===== src/rtl/pipe_pkg.sv =====
// rtl/pipe_pkg.sv - shared pipeline widths and ALU command encodings
//
// Purpose: single definition of the datapath width, register address width
//          and ALU command codes used by decode, the EX operand stage and the ALU.
// Ports:   none (package).
package pipe_pkg;

  localparam int DATA_W = 16;
  localparam int RA_W   = 3;
  localparam int CMD_W  = 4;

  typedef enum logic [CMD_W-1:0] {
    CMD_NOP = 4'd0,
    CMD_ADD = 4'd1,
    CMD_SUB = 4'd2,
    CMD_AND = 4'd3,
    CMD_OR  = 4'd4,
    CMD_XOR = 4'd5,
    CMD_SL  = 4'd6,
    CMD_SR  = 4'd7,
    CMD_SRU = 4'd8,
    CMD_MUL = 4'd9
  } alu_cmd_e;

endpackage


===== src/rtl/fwd_mux.sv =====
// rtl/fwd_mux.sv - three-source operand forwarding select
//
// Purpose: picks the freshest value of one source register: MEM-stage result,
//          else WB-stage result, else the value read from the register file.
//          Register 0 never forwards and always reads as zero.
// Ports:   src_addr/reg_data         register number and registered read data
//          mem_reg_write/rd/result   MEM-stage forwarding source
//          wb_reg_write/rd/result    WB-stage forwarding source
//          fwd_data                  selected operand (combinational)
module fwd_mux #(
  parameter int DATA_W = pipe_pkg::DATA_W,
  parameter int RA_W   = pipe_pkg::RA_W
) (
  input  logic [RA_W-1:0]   src_addr,
  input  logic [DATA_W-1:0] reg_data,
  input  logic              mem_reg_write,
  input  logic [RA_W-1:0]   mem_rd_addr,
  input  logic [DATA_W-1:0] mem_result,
  input  logic              wb_reg_write,
  input  logic [RA_W-1:0]   wb_rd_addr,
  input  logic [DATA_W-1:0] wb_result,
  output logic [DATA_W-1:0] fwd_data
);

  // MEM is checked before WB: it holds the younger write to the same register.
  always_comb begin
    fwd_data = reg_data;
    if (src_addr == '0) begin
      fwd_data = '0;
    end else if (mem_reg_write && (mem_rd_addr == src_addr)) begin
      fwd_data = mem_result;
    end else if (wb_reg_write && (wb_rd_addr == src_addr)) begin
      fwd_data = wb_result;
    end
  end

endmodule


===== src/rtl/ex_operand_stage.sv =====
// rtl/ex_operand_stage.sv - ID/EX pipeline register with load-use stall and forwarding
//
// Purpose: captures the decode slot each cycle, inserts a bubble on flush or
//          load-use hazard, and presents forwarded ALU operands and store data.
// Ports:   clk, rst                   clock, asynchronous active-high reset
//          id_*                       decode-stage instruction fields
//          flush                      squash the decode slot
//          mem_*, wb_*                forwarding sources
//          stall                      load-use hazard, freezes PC and IF/ID
//          alu_a, alu_b, alu_cmd      ALU operands and command
//          ex_*                       registered control, destination, store data
module ex_operand_stage #(
  parameter int DATA_W = pipe_pkg::DATA_W,
  parameter int RA_W   = pipe_pkg::RA_W
) (
  input  logic              clk,
  input  logic              rst,
  input  logic              id_valid,
  input  logic [RA_W-1:0]   id_rs_addr,
  input  logic [RA_W-1:0]   id_rt_addr,
  input  logic [RA_W-1:0]   id_rd_addr,
  input  logic [DATA_W-1:0] id_rs_data,
  input  logic [DATA_W-1:0] id_rt_data,
  input  logic [DATA_W-1:0] id_imm,
  input  logic              id_use_imm,
  input  logic [3:0]        id_cmd,
  input  logic              id_reg_write,
  input  logic              id_mem_read,
  input  logic              id_mem_write,
  input  logic              flush,
  input  logic              mem_reg_write,
  input  logic [RA_W-1:0]   mem_rd_addr,
  input  logic [DATA_W-1:0] mem_result,
  input  logic              wb_reg_write,
  input  logic [RA_W-1:0]   wb_rd_addr,
  input  logic [DATA_W-1:0] wb_result,
  output logic              stall,
  output logic [DATA_W-1:0] alu_a,
  output logic [DATA_W-1:0] alu_b,
  output logic [3:0]        alu_cmd,
  output logic              ex_valid,
  output logic              ex_reg_write,
  output logic              ex_mem_read,
  output logic              ex_mem_write,
  output logic [RA_W-1:0]   ex_rd_addr,
  output logic [DATA_W-1:0] ex_store_data
);

  import pipe_pkg::*;

  logic [RA_W-1:0]   ex_rs_addr;
  logic [RA_W-1:0]   ex_rt_addr;
  logic [DATA_W-1:0] ex_rs_data;
  logic [DATA_W-1:0] ex_rt_data;
  logic [DATA_W-1:0] ex_imm;
  logic              ex_use_imm;
  logic [DATA_W-1:0] rs_fwd;
  logic [DATA_W-1:0] rt_fwd;
  logic              rd_hits_src;

  // A load in EX cannot forward its data until it reaches MEM, so a dependent
  // instruction in ID must wait one cycle. rt counts as a source when it feeds
  // the ALU or supplies store data.
  assign rd_hits_src = (ex_rd_addr == id_rs_addr) ||
                       ((ex_rd_addr == id_rt_addr) && !id_use_imm) ||
                       ((ex_rd_addr == id_rt_addr) && id_mem_write);

  assign stall = id_valid && ex_valid && ex_mem_read &&
                 (ex_rd_addr != '0) && rd_hits_src;

  always_ff @(posedge clk or posedge rst) begin
    if (rst) begin
      ex_valid     <= 1'b0;
      alu_cmd      <= CMD_NOP;
      ex_reg_write <= 1'b0;
      ex_mem_read  <= 1'b0;
      ex_mem_write <= 1'b0;
      ex_rd_addr   <= '0;
      ex_rs_addr   <= '0;
      ex_rt_addr   <= '0;
      ex_rs_data   <= '0;
      ex_rt_data   <= '0;
      ex_imm       <= '0;
      ex_use_imm   <= 1'b0;
    end else if (flush || stall) begin
      // Bubble: data fields are left as they were, nothing downstream looks at them.
      ex_valid     <= 1'b0;
      alu_cmd      <= CMD_NOP;
      ex_reg_write <= 1'b0;
      ex_mem_read  <= 1'b0;
      ex_mem_write <= 1'b0;
    end else begin
      // An empty decode slot is also a bubble, so its command and controls are
      // gated to keep the ALU holding its previous result.
      ex_valid     <= id_valid;
      alu_cmd      <= id_valid ? id_cmd : CMD_NOP;
      ex_reg_write <= id_valid & id_reg_write;
      ex_mem_read  <= id_valid & id_mem_read;
      ex_mem_write <= id_valid & id_mem_write;
      ex_rd_addr   <= id_rd_addr;
      ex_rs_addr   <= id_rs_addr;
      ex_rt_addr   <= id_rt_addr;
      ex_rs_data   <= id_rs_data;
      ex_rt_data   <= id_rt_data;
      ex_imm       <= id_imm;
      ex_use_imm   <= id_use_imm;
    end
  end

  fwd_mux #(.DATA_W(DATA_W), .RA_W(RA_W)) u_fwd_rs (
    .src_addr      (ex_rs_addr),
    .reg_data      (ex_rs_data),
    .mem_reg_write (mem_reg_write),
    .mem_rd_addr   (mem_rd_addr),
    .mem_result    (mem_result),
    .wb_reg_write  (wb_reg_write),
    .wb_rd_addr    (wb_rd_addr),
    .wb_result     (wb_result),
    .fwd_data      (rs_fwd)
  );

  fwd_mux #(.DATA_W(DATA_W), .RA_W(RA_W)) u_fwd_rt (
    .src_addr      (ex_rt_addr),
    .reg_data      (ex_rt_data),
    .mem_reg_write (mem_reg_write),
    .mem_rd_addr   (mem_rd_addr),
    .mem_result    (mem_result),
    .wb_reg_write  (wb_reg_write),
    .wb_rd_addr    (wb_rd_addr),
    .wb_result     (wb_result),
    .fwd_data      (rt_fwd)
  );

  assign alu_a         = rs_fwd;
  assign alu_b         = ex_use_imm ? ex_imm : rt_fwd;
  assign ex_store_data = rt_fwd;

endmodule

===== config.mk =====
export PLATFORM = sky130hd
export DESIGN_NAME = ex_operand_stage
export DESIGN_NICKNAME = d
export VERILOG_FILES = /design/src/rtl/pipe_pkg.sv /design/src/rtl/fwd_mux.sv /design/src/rtl/ex_operand_stage.sv
export SDC_FILE = /design/constraint.sdc
export NUM_CORES = 1
export LEC_CHECK = 0
export ABC_AREA = 1
export CAP_MARGIN = 20
export CELL_PAD_IN_SITES_DETAIL_PLACEMENT = 1
export CELL_PAD_IN_SITES_GLOBAL_PLACEMENT = 1
export CORE_AREA = 4 4 131 133
export DETAILED_ROUTE_END_ITERATION = 10
export DIE_AREA = 0 0 135 137
export GPL_ROUTABILITY_DRIVEN = 0
export HOLD_SLACK_MARGIN = 0.05
export PLACE_DENSITY_LB_ADDON = 0.3
export REMOVE_ABC_BUFFERS = 1
export SLEW_MARGIN = 20
export SYNTH_ARGS = -nofsm -noshare
export SYNTH_HDL_FRONTEND = slang
export SYNTH_HIERARCHICAL = 1
export SYNTH_SLANG_ARGS = --single-unit

===== constraint.sdc =====
create_clock -name clk -period 2.4 [get_ports clk]
set_input_delay 0.48 -clock clk [delete_from_list [all_inputs] [get_ports clk]]
set_output_delay 0.48 -clock clk [all_outputs]
set_load 0.02 [all_outputs]

==> results of run 1 <==
## final cells by class
class                   count  area [um^2]  area share [%]
clock buffers               9          225            2.87
clock inverters             7         53.8           0.686
inverters                  92          348            4.44
multi-input cells         475         2760            35.2
flip-flops and latches     66         1650            21.1
well taps                 216          270            3.45
repair buffers            249         2530            32.2
## per-stage QoR
step                instances  worst slack [ns]
finish                   1114            -0.187
global route             1114            -0.256
CTS                      1108            -0.167
detailed placement       1070            -0.832
global placement         1070            -0.773
floorplan                 631            -0.492
## synthesized netlist by cell type, drive strengths merged
cell	instances
nand2	274
inv	92
nor2	23
mux2	16
buf	27
dfrtp	66
clkbuf	9
nand3	126
xnor2	1
nand3b	32
a31oi	1
## flip-flops by register name (all words and copies together), names as in the netlist, 3 cells and up
register and flops:
ex_rd_addr 3, ex_rt_addr 3, ex_rs_data 16, ex_rt_data 16
ex_rs_addr 3, alu_cmd 4, ex_imm 16
## report_power, final
| group | switching [W] | internal [W] |
|---|---|---|
| clock network | 0.000561 | 0.000704 |
| logic | 0.000953 | 0.000900 |
| registers | 0.0000692 | 0.00121 |
## worst min-delay path by stage
stage	startpoint	end	slack, ns
after floorplan	ex_imm[0]	ex_imm[0]	0.44
after global placement	ex_imm[2]	ex_imm[2]	0.45
after detailed placement	ex_rt_data[15]	ex_rt_data[15]	0.46
after CTS	ex_rs_data[15]	ex_rs_data[15]	0.47
after global routing	ex_rs_data[15]	ex_rs_data[15]	0.49
final	ex_imm[4]	ex_imm[4]	0.47
## kinds of logic (layout without fill, tap and decap cells)
logic type	after synthesis	count (layout)	synth area share, %
buffers and inverters	128	357	12.7
and+or+nand+nor	455	457	48.5
xor gates and xnor gates	1	1	0.184
DFF	66	66	34.7
AOI/OAI and AO/OA	1	1	0.132
muxes	16	16	3.79
## per-layer routing
layer	share of wire (%)	vias up	wire length, um
li1	-	2530	-
met1	42	2590	8420
met2	50	152	9960
met3	4.5	36	894
met4	2.9	0	578
met5	0	-	0
## worst max-delay path, stage by stage (launching register included)
cell     delay [ns]
dfrtp_1        0.41
inv_2          0.13
nand2_2        0.06
nand2_2        0.11
nor2_8         0.08
buf_4          0.14
buf_6          0.12
nand3_1        0.10
nand3_2        0.10
nand2_2        0.08
inv_2          0.04
mux2_2         0.26
buf_6          0.13
## timing repair
item | 4_1_cts | 5_1_grt
pin swaps | 19 | 32
resized for setup | 271 | 125
hold buffers | 0 | 0
setup buffers | 19 | 7
endpoints found under the setup margin | 49 | 49
gates cloned | 3 | 2
==> flow_summary_export.csv, run 1 <==
group,metric,value,unit
synth,synthTopCellsByArea,"dfrtp_1, nand2_1, nand3_1, inv_1, nand3b_1",
synth,yosysWarnings,6,
sta,setup-violations-final,19,
floorplanning,boundaryPins,169,
worst_setup_path,endpoint_kind,"output pin",
floorplanning,die_height,137,um
clocking,clock-sinks,66,
drt,routed_wl,19.9,mm
global_routing,grt_max_degree,67,
sta,fin_tns_setup,-2.28,ns
sta,timing.final.crit_period,2.59,ns
synth,synth_area,4760,um^2
floorplanning,rows,46,
drt,first_pass_iters,4,
worst_setup_path,critPathMaxFanout,6,
floorplanning,start_util,30.1,%
worst_setup_path,regToRegSetupSlack,0.43,ns
sta,slew_headroom,72.0,%
global_routing,grt_pass1_wl,30.1,mm
worst_setup_path,ff2ff_path_depth,12,
worst_setup_path,worstSetupPathType,"reg -> out",
worst_setup_path,reg2reg_to,"ex_rs_data[11]",
global_routing,track_usage,21.1,%
global_routing,top_usage_layer,"met2",
sta,slew_violations,0,
sta,rsz0062_at_grt,"true",
layout,final_cell_mix,"nand2_1, clkdlybuf4s50_1, nand3_1",
layout,drive_gt1_share,33.7,%
layout,fill_cells,1906,
global_routing,grtUsageMet2,37.2,%
global_routing,grt_pass1_vias,5650,
worst_setup_path,critPathRequiredTime,1.92,ns
synth,yosys.area.top_type,"dfrtp_1",
job,max-cap-violations,0,
layout,final_core_util,49.5,%
sta,worst_pin_slew,0.420,ns
synth,ys_seq_area_share,34.7,%
drt,post_drt_wl_per_cell,17.8,um
clocking,cts_tree,"built",
synth,synthCells,667,
clocking,clk_pin_slew,0.06,ns
placement,postPlaceCellArea,6960,um^2
sta,clock_skew,0.00816,ns
global_routing,gr-total-overflow,0,
power,powerDensity,560,nW/um^2
sta,timing.final.ws_setup,-0.187,ns
floorplanning,core_area,15800,um^2
worst_setup_path,crit_start,"ex_rt_addr[1]",
sta,finalCritPeriodShare,108,%
worst_setup_path,r2r_start,"ex_rd_addr[0]",
sta,whs,0.470,ns
run_status,status,"finished, violations left",
floorplanning,dieArea,18500,um^2
placement,post-dp-hpwl,13.8,mm
synth,synth_top_cell_area_share,34.7,%
synth,synth_seq_cells,66,
clocking,cts-htree-levels,3,
layout,final_common_cell,"nand2_1",
layout,areaGrowthSynthToFinish,64.8,%
synth,ys_types,20,
drt,antenna_left,0,
drt,drt_iter0_drc,151,
run_status,violations,"setup timing",
sta,hold_viol,0,
global_routing,use_met1,26.2,%
min_path,hp-class,"reg -> reg",
clocking,numCtsBuffers,9,
layout,nets,1002,
clocking,clk_latency,0.34,ns
power,ir_drop,0.350,mV
worst_setup_path,cp.arrival,2.11,ns
global_routing,antenna_found_initial,0,
global_routing,grt_util_met3,3.09,%
drt,route.detailed.drc,0,
worst_setup_path,worstSetupStartpointType,"register",
worst_setup_path,cp-endpoint,"alu_b[0]",
clocking,cts_buffer_depth,2,
drt,drt-vias-per-instance,4.76,
floorplanning,die_w,135,um
synth,syn_area_per_cell,7.13,um^2
clocking,root_buffer,"clkbuf_16",
power,p_leak,4.15,nW
power,totalPowerFinal,0.00439,W
layout,stdcell_area,7840,um^2
sta,max_freq,387,MHz
layout,diodes,0,
drt,via_count,5308,
min_path,holdPathStages,2,
placement,portBuffers,168,
Power figures use the tool's default switching activity.
==> inputs of run 2 (changes only) <==
Settings changed: CORE_AREA 4 4 131 133 to 4 4 127 129, DIE_AREA 0 0 135 137 to 0 0 131 133.
==> run 2 against run 1 <==
The run still ends with setup timing left; final area up 5.2%; sequential share of layout area fell by 1.1 points; utilization increased by 5.4 points; via count up 5.4%; global-route usage rose by 2.6 points; register-to-register slack got worse by 0.08 ns; hold slack better by 0.0068 ns; worst setup slack worse by 0.048 ns; count of clock-buffer cells in the layout unchanged; largest cell class unchanged; critical endpoint is now alu_b[12]; highest routed layer unchanged.
==> flow_summary_export.csv, run 2 (synthesized netlist as in run 1, its figures left out) <==
group,metric,value,unit
layout,top_regs,"ex_imm (16), ex_rs_data (16), ex_rt_data (16)",
clocking,clk_pin_slew,0.06,ns
sta,finalCritPeriodShare,110,%
clocking,clock-sinks,66,
drt,drt_iter0_drc,312,
worst_setup_path,ff2ff_path_depth,13,
drt,drt-vias-per-instance,5.06,
worst_setup_path,cp.buffers_inverters,4,
global_routing,grt_max_degree,67,
global_routing,antenna_found_initial,1,
worst_setup_path,critPathMaxFanout,8,
drt,routed_wl,22.6,mm
clocking,cts-htree-levels,3,
floorplanning,start_util,31.7,%
layout,stdcell_area,8250,um^2
power,p_leak,4.33,nW
floorplanning,boundaryPins,169,
worst_setup_path,path_common_cell,"nand2_2",
drt,route.detailed.drc,0,
sta,hold_viol,0,
floorplanning,die_w,131,um
sta,timing.final.ws_setup,-0.235,ns
floorplanning,dieArea,17400,um^2
run_status,status,"finished, violations left",
worst_setup_path,cp-endpoint,"alu_b[12]",
layout,drive_gt1_share,37.8,%
worst_setup_path,cp.depth,12,
sta,setup-violations-final,24,
global_routing,grt_pass1_vias,5838,
drt,first_pass_iters,5,
job,max-cap-violations,0,
worst_setup_path,reg2reg_to,"ex_rs_data[13]",
worst_setup_path,cp.arrival,2.16,ns
worst_setup_path,regToRegSetupSlack,0.35,ns
layout,areaGrowthSynthToFinish,73.4,%
placement,portBuffers,168,
sta,timing.final.crit_period,2.64,ns
worst_setup_path,crit_start,"ex_rt_addr[1]",
layout,final_cell_mix,"nand2_1, clkdlybuf4s50_1, nand3_1",
sta,max_freq,379,MHz
sta,fin_tns_setup,-3.62,ns
global_routing,grt_pass1_wl,32.0,mm
clocking,clk_latency,0.34,ns
layout,final_core_util,54.9,%
clocking,numCtsBuffers,9,
drt,post_drt_wl_per_cell,20.4,um
sta,slew_headroom,66.2,%
placement,postPlaceCellArea,7040,um^2
min_path,hp-class,"reg -> reg",
clocking,ctsHoldBuffers,0,
worst_setup_path,endpoint_kind,"output pin",
layout,nets,1021,
layout,final_common_cell,"nand2_1",
power,powerDensity,569,nW/um^2
drt,antenna_left,0,
worst_setup_path,worstSetupPathType,"reg -> out",
clocking,cts_tree,"built",
worst_setup_path,r2r_start,"ex_rd_addr[2]",
sta,clock_skew,0.00827,ns
worst_setup_path,path_cells,"buf_4 > nand2_2 > nand2_2 > nor2_4 > buf_12 > nand2_8 > nand2_2 > nand3_2 > nand2_2 > inv_2 > mux2_4 > buf_6",
sta,worst_pin_slew,0.508,ns
worst_setup_path,worstSetupStartpointType,"register",
worst_setup_path,critPathRequiredTime,1.92,ns
sta,slew_violations,0,
global_routing,gr-total-overflow,0,
run_status,violations,"setup timing",
floorplanning,die_height,133,um
global_routing,track_usage,23.7,%
worst_setup_path,cpLargestDelayFamily,"simple AND/OR/NAND/NOR gates",
power,ir_drop,0.357,mV
floorplanning,rows,45,
worst_setup_path,cpPeakStageDelay,0.40,ns
clocking,root_buffer,"clkbuf_16",
sta,rsz0062_at_grt,"true",
floorplanning,core_area,15000,um^2
worst_setup_path,critPathSlowestCell,"dfrtp_1",
placement,post-dp-hpwl,13.8,mm
clocking,cts_buffer_depth,2,
drt,via_count,5594,
## run 2: cell types whose count changed in the layout (fill, tap and decap cells not counted), moves of 4 or more
cell | previous run | this run
mux2_2 | 8 | 4
nand3_2 | 30 | 38
nand3_1 | 96 | 82
buf_4 | 55 | 63
clkbuf_2 | 1 | 5
nand2_4 | 9 | 15
mux2_4 | 8 | 12
buf_2 | 5 | 11
buf_6 | 58 | 48
nand3_4 | 0 | 6
nand2_1 | 209 | 203
buf_12 | 10 | 22
## run 2: cell type report
type	instances	area, um^2
well taps	188	235
repair buffers	266	2740
flip-flops and latches	66	1650
multi-input cells	477	2980
clock inverters	7	76.3
diodes	1	2.50
fillers	1784	6780
inverters	92	345
clock buffers	9	225
## run 2: per-stage QoR
| step | hold slack (ns) | power, W | instances | setup WS [ns] |
|---|---|---|---|---|
| after global routing | 0.508 | 0.00491 | 1106 | -0.288 |
| after global placement | 0.448 | 0.00286 | 1051 | -0.751 |
| final | 0.477 | 0.00470 | 1106 | -0.235 |
| after CTS | 0.474 | 0.00446 | 1089 | -0.192 |
| after floorplan | 0.436 | 0.00205 | 631 | -0.492 |
| after detailed placement | 0.458 | 0.00291 | 1051 | -0.824 |
## run 2: power by group
part           leakage, nW  switching [W]  internal [W]  total [W]
Sequential           0.811      0.0000782       0.00121    0.00128
Combinational         3.38        0.00106      0.000971    0.00203
Clock                0.142       0.000575      0.000812    0.00139
## run 2: timing repair
action | CTS | global route
resized for setup | 294 | 138
gates cloned | 5 | 4
buffers inserted | 17 | 19
setup endpoints to repair | 49 | 50
pin swaps | 23 | 51
hold endpoints to repair | 0 | 0
## run 2: worst min-delay path by stage
stage,start,to,depth (start not counted)
finish,ex_imm[11],ex_imm[11],2
global route,ex_rt_data[2],ex_rt_data[2],2
CTS,ex_imm[11],ex_imm[11],2
detailed placement,ex_imm[11],ex_imm[11],2
global placement,ex_imm[15],ex_imm[15],2
floorplan,ex_imm[0],ex_imm[0],2
## run 2: metal layers
metal  vias to the layer above  GRT usage, %  wire [um]
met1                      2755          29.3       8830
li1                       2569             -          -
met3                        48          4.40       1330
met5                         -             0          0
met2                       222          40.2      11800
met4                         0          9.43        682
## run 2: tightest hold or removal path: stages, from the launching register on
cell and delay (ns):
dfrtp_1 0.35, nand2_1 0.05, nand2_1 0.05
==> RTL edit (flow settings as in run 1) <==
The package constant `RA_W` goes from 3 to 5.
--- a/src/rtl/pipe_pkg.sv
+++ b/src/rtl/pipe_pkg.sv
@@ -6,7 +6,7 @@
 package pipe_pkg;
 
   localparam int DATA_W = 16;
-  localparam int RA_W   = 3;
+  localparam int RA_W   = 5;
   localparam int CMD_W  = 4;
 
   typedef enum logic [CMD_W-1:0] {
Interface: changed (6 resized); port bits go from 169 to 181. The function was not compared with the original's and may differ.
==> RTL edit against run 1 <==
The run still ends with negative setup slack left; hold slack improved by 0.0014 ns; core utilization is 4.8 points higher; highest routed layer unchanged; total power is 7.4% higher; sequential cell count grew 6; worst setup slack worse by 0.030 ns; synthesized cell count increased by 8.5%; cell area up 9.6%; area after synthesis grew 4.3%; routed wire length is 11% higher.
==> RTL edit: results (changes against run 1) <==
| Metric | Value |
|---|---|
| Outcome | finished, violations left (unchanged) |
| Violations in the final reports | negative setup slack (unchanged) |
| Area taken by flip-flops and latches | 1805 µm² (was 1654 µm²) |
| Max rail drop VDD | 426.7 µV (was 349.8 µV) |
| Comb group | 0.00180 W (was 0.00185 W) |
| Clock Network Area Fraction | 0.03828 (was 0.03558) |
| Maximum fanout count along the critical path | 8 (was 6) |
| Leading post-synthesis cells by cell area | sky130_fd_sc_hd__dfrtp_1 36%, sky130_fd_sc_hd__nand2_1 20%, sky130_fd_sc_hd__nand3_1 10% (was sky130_fd_sc_hd__dfrtp_1 35%, sky130_fd_sc_hd__nand2_1 19%, sky130_fd_sc_hd__nand3_1 11%) |
| NumNets Final | 1094 (was 1002) |
| Length of the first detailed-routing pass in iterations | 6 (was 4) |
| Routed wire length | 22.14 mm (was 19.86 mm) |
| Number of global-route vias before repair | 6353 (was 5650) |
| Most numerous cell types in the synthesized netlist | 269 x sky130_fd_sc_hd__nand2_1, 100 x sky130_fd_sc_hd__nand3_1, 75 x sky130_fd_sc_hd__nor2_1 (was 235 x sky130_fd_sc_hd__nand2_1, 106 x sky130_fd_sc_hd__nand3_1, 86 x sky130_fd_sc_hd__inv_1) |
| First-pass GRT wire length | 33.71 mm (was 30.13 mm) |
| Summed negative setup slack over all endpoints | -3.905 ns (was -2.278 ns) |
| Post-synth cell types | 23 (was 20) |
| Number of inserted diodes | 2 (was 0) |
| Actual transition at the worst max-transition pin | 0.3905 ns (was 0.4195 ns) |
| Half-perimeter wire length after detailed placement | 14.38 mm (was 13.84 mm) |
| Leakage | 4.437 nW (was 4.147 nW) |
| Seq/Total Area, Yosys | 0.3632 (was 0.3471) |
| Xor and xnor fraction of the mapped netlist area | 0.001765 (was 0.001841) |
| Non-clock buffer count | 278 (was 249) |
| Clock buffer instance count of the final layout | 10 (was 9) |
| Kind of cell adding the most delay to the critical path | simple AND/OR/NAND/NOR gates (was buffers and inverters) |
| Arrival time of data at the critical path endpoint | 2.14 ns (was 2.11 ns) |
| Count of endpoints failing setup in the final report | 32 (was 19) |
| Sequential cell count | 72 (was 66) |
| Number of antenna violations at the first check in global routing | 2 (was 0) |
| Fin worst setup slack | -0.2169 ns (was -0.1869 ns) |
| Net Sw Power | 0.001575 W (was 0.001583 W) |
| GRT Util Overall | 0.2337 (was 0.2107) |
| Fraction of final layout cells sized beyond drive strength 1 | 0.3643 (was 0.3374) |
==> RTL edit: cell count changes after synthesis, sizes merged <==
cell / before / now
a31oi: 1 / 0
nand3b: 32 / 0
nor3: 0 / 2
nand2: 274 / 281
o21ai: 0 / 2
inv: 92 / 77
clkbuf: 9 / 8
nand3: 126 / 104
nand4: 0 / 34
buf: 27 / 32
dfrtp: 66 / 72
nor2: 23 / 95
==> RTL edit: through the flow <==
stage	utilization	instances	power [W]
2_1_floorplan	-	684	0.002095
3_3_place_gp	0.4674	1148	0.002903
3_5_place_dp	0.4674	1148	0.002934
4_1_cts	0.5077	1186	0.004528
5_1_grt	0.5429	1197	0.004951
6_report	0.5431	1198	0.004719
==> RTL edit: worst paths after layout <==
check                              start            end  slack, ns  depth (start not counted)
min                            ex_imm[3]      ex_imm[3]       0.47                          2
min reg2reg                    ex_imm[3]      ex_imm[3]       0.47                          2
min in group asynchronous            rst     ex_imm[15]       0.50                          3
max reg2reg                ex_rd_addr[2]  ex_rt_data[7]       0.41                         12
max                        ex_rt_addr[0]      alu_b[12]      -0.22                         12
max in group asynchronous            rst     ex_imm[10]       1.66                          3
==> RTL edit: repair_timing <==
item / in CTS / in global routing
gates resized for setup: 314 / 177
cloned: 5 / 0
pin swaps: 18 / 46
setup endpoints to repair: 49 / 49
buffers inserted: 18 / 16
==> RTL edit: cell families after synthesis <==
family / Yosys count
AO/OA/AOI/OAI: 2
AND/OR/NAND/NOR: 516
XOR/XNOR: 1
flip-flops: 72
buffers and inverters: 117
multiplexers: 16
==> RTL edit: metal layers <==
layer	up-vias	part of all wire	global-route usage
li1	2778	-	-
met1	2790	0.39	0.2800
met2	186	0.52	0.4069
met3	31	0.066	0.05882
met4	0	0.021	0.08455
met5	-	0	0
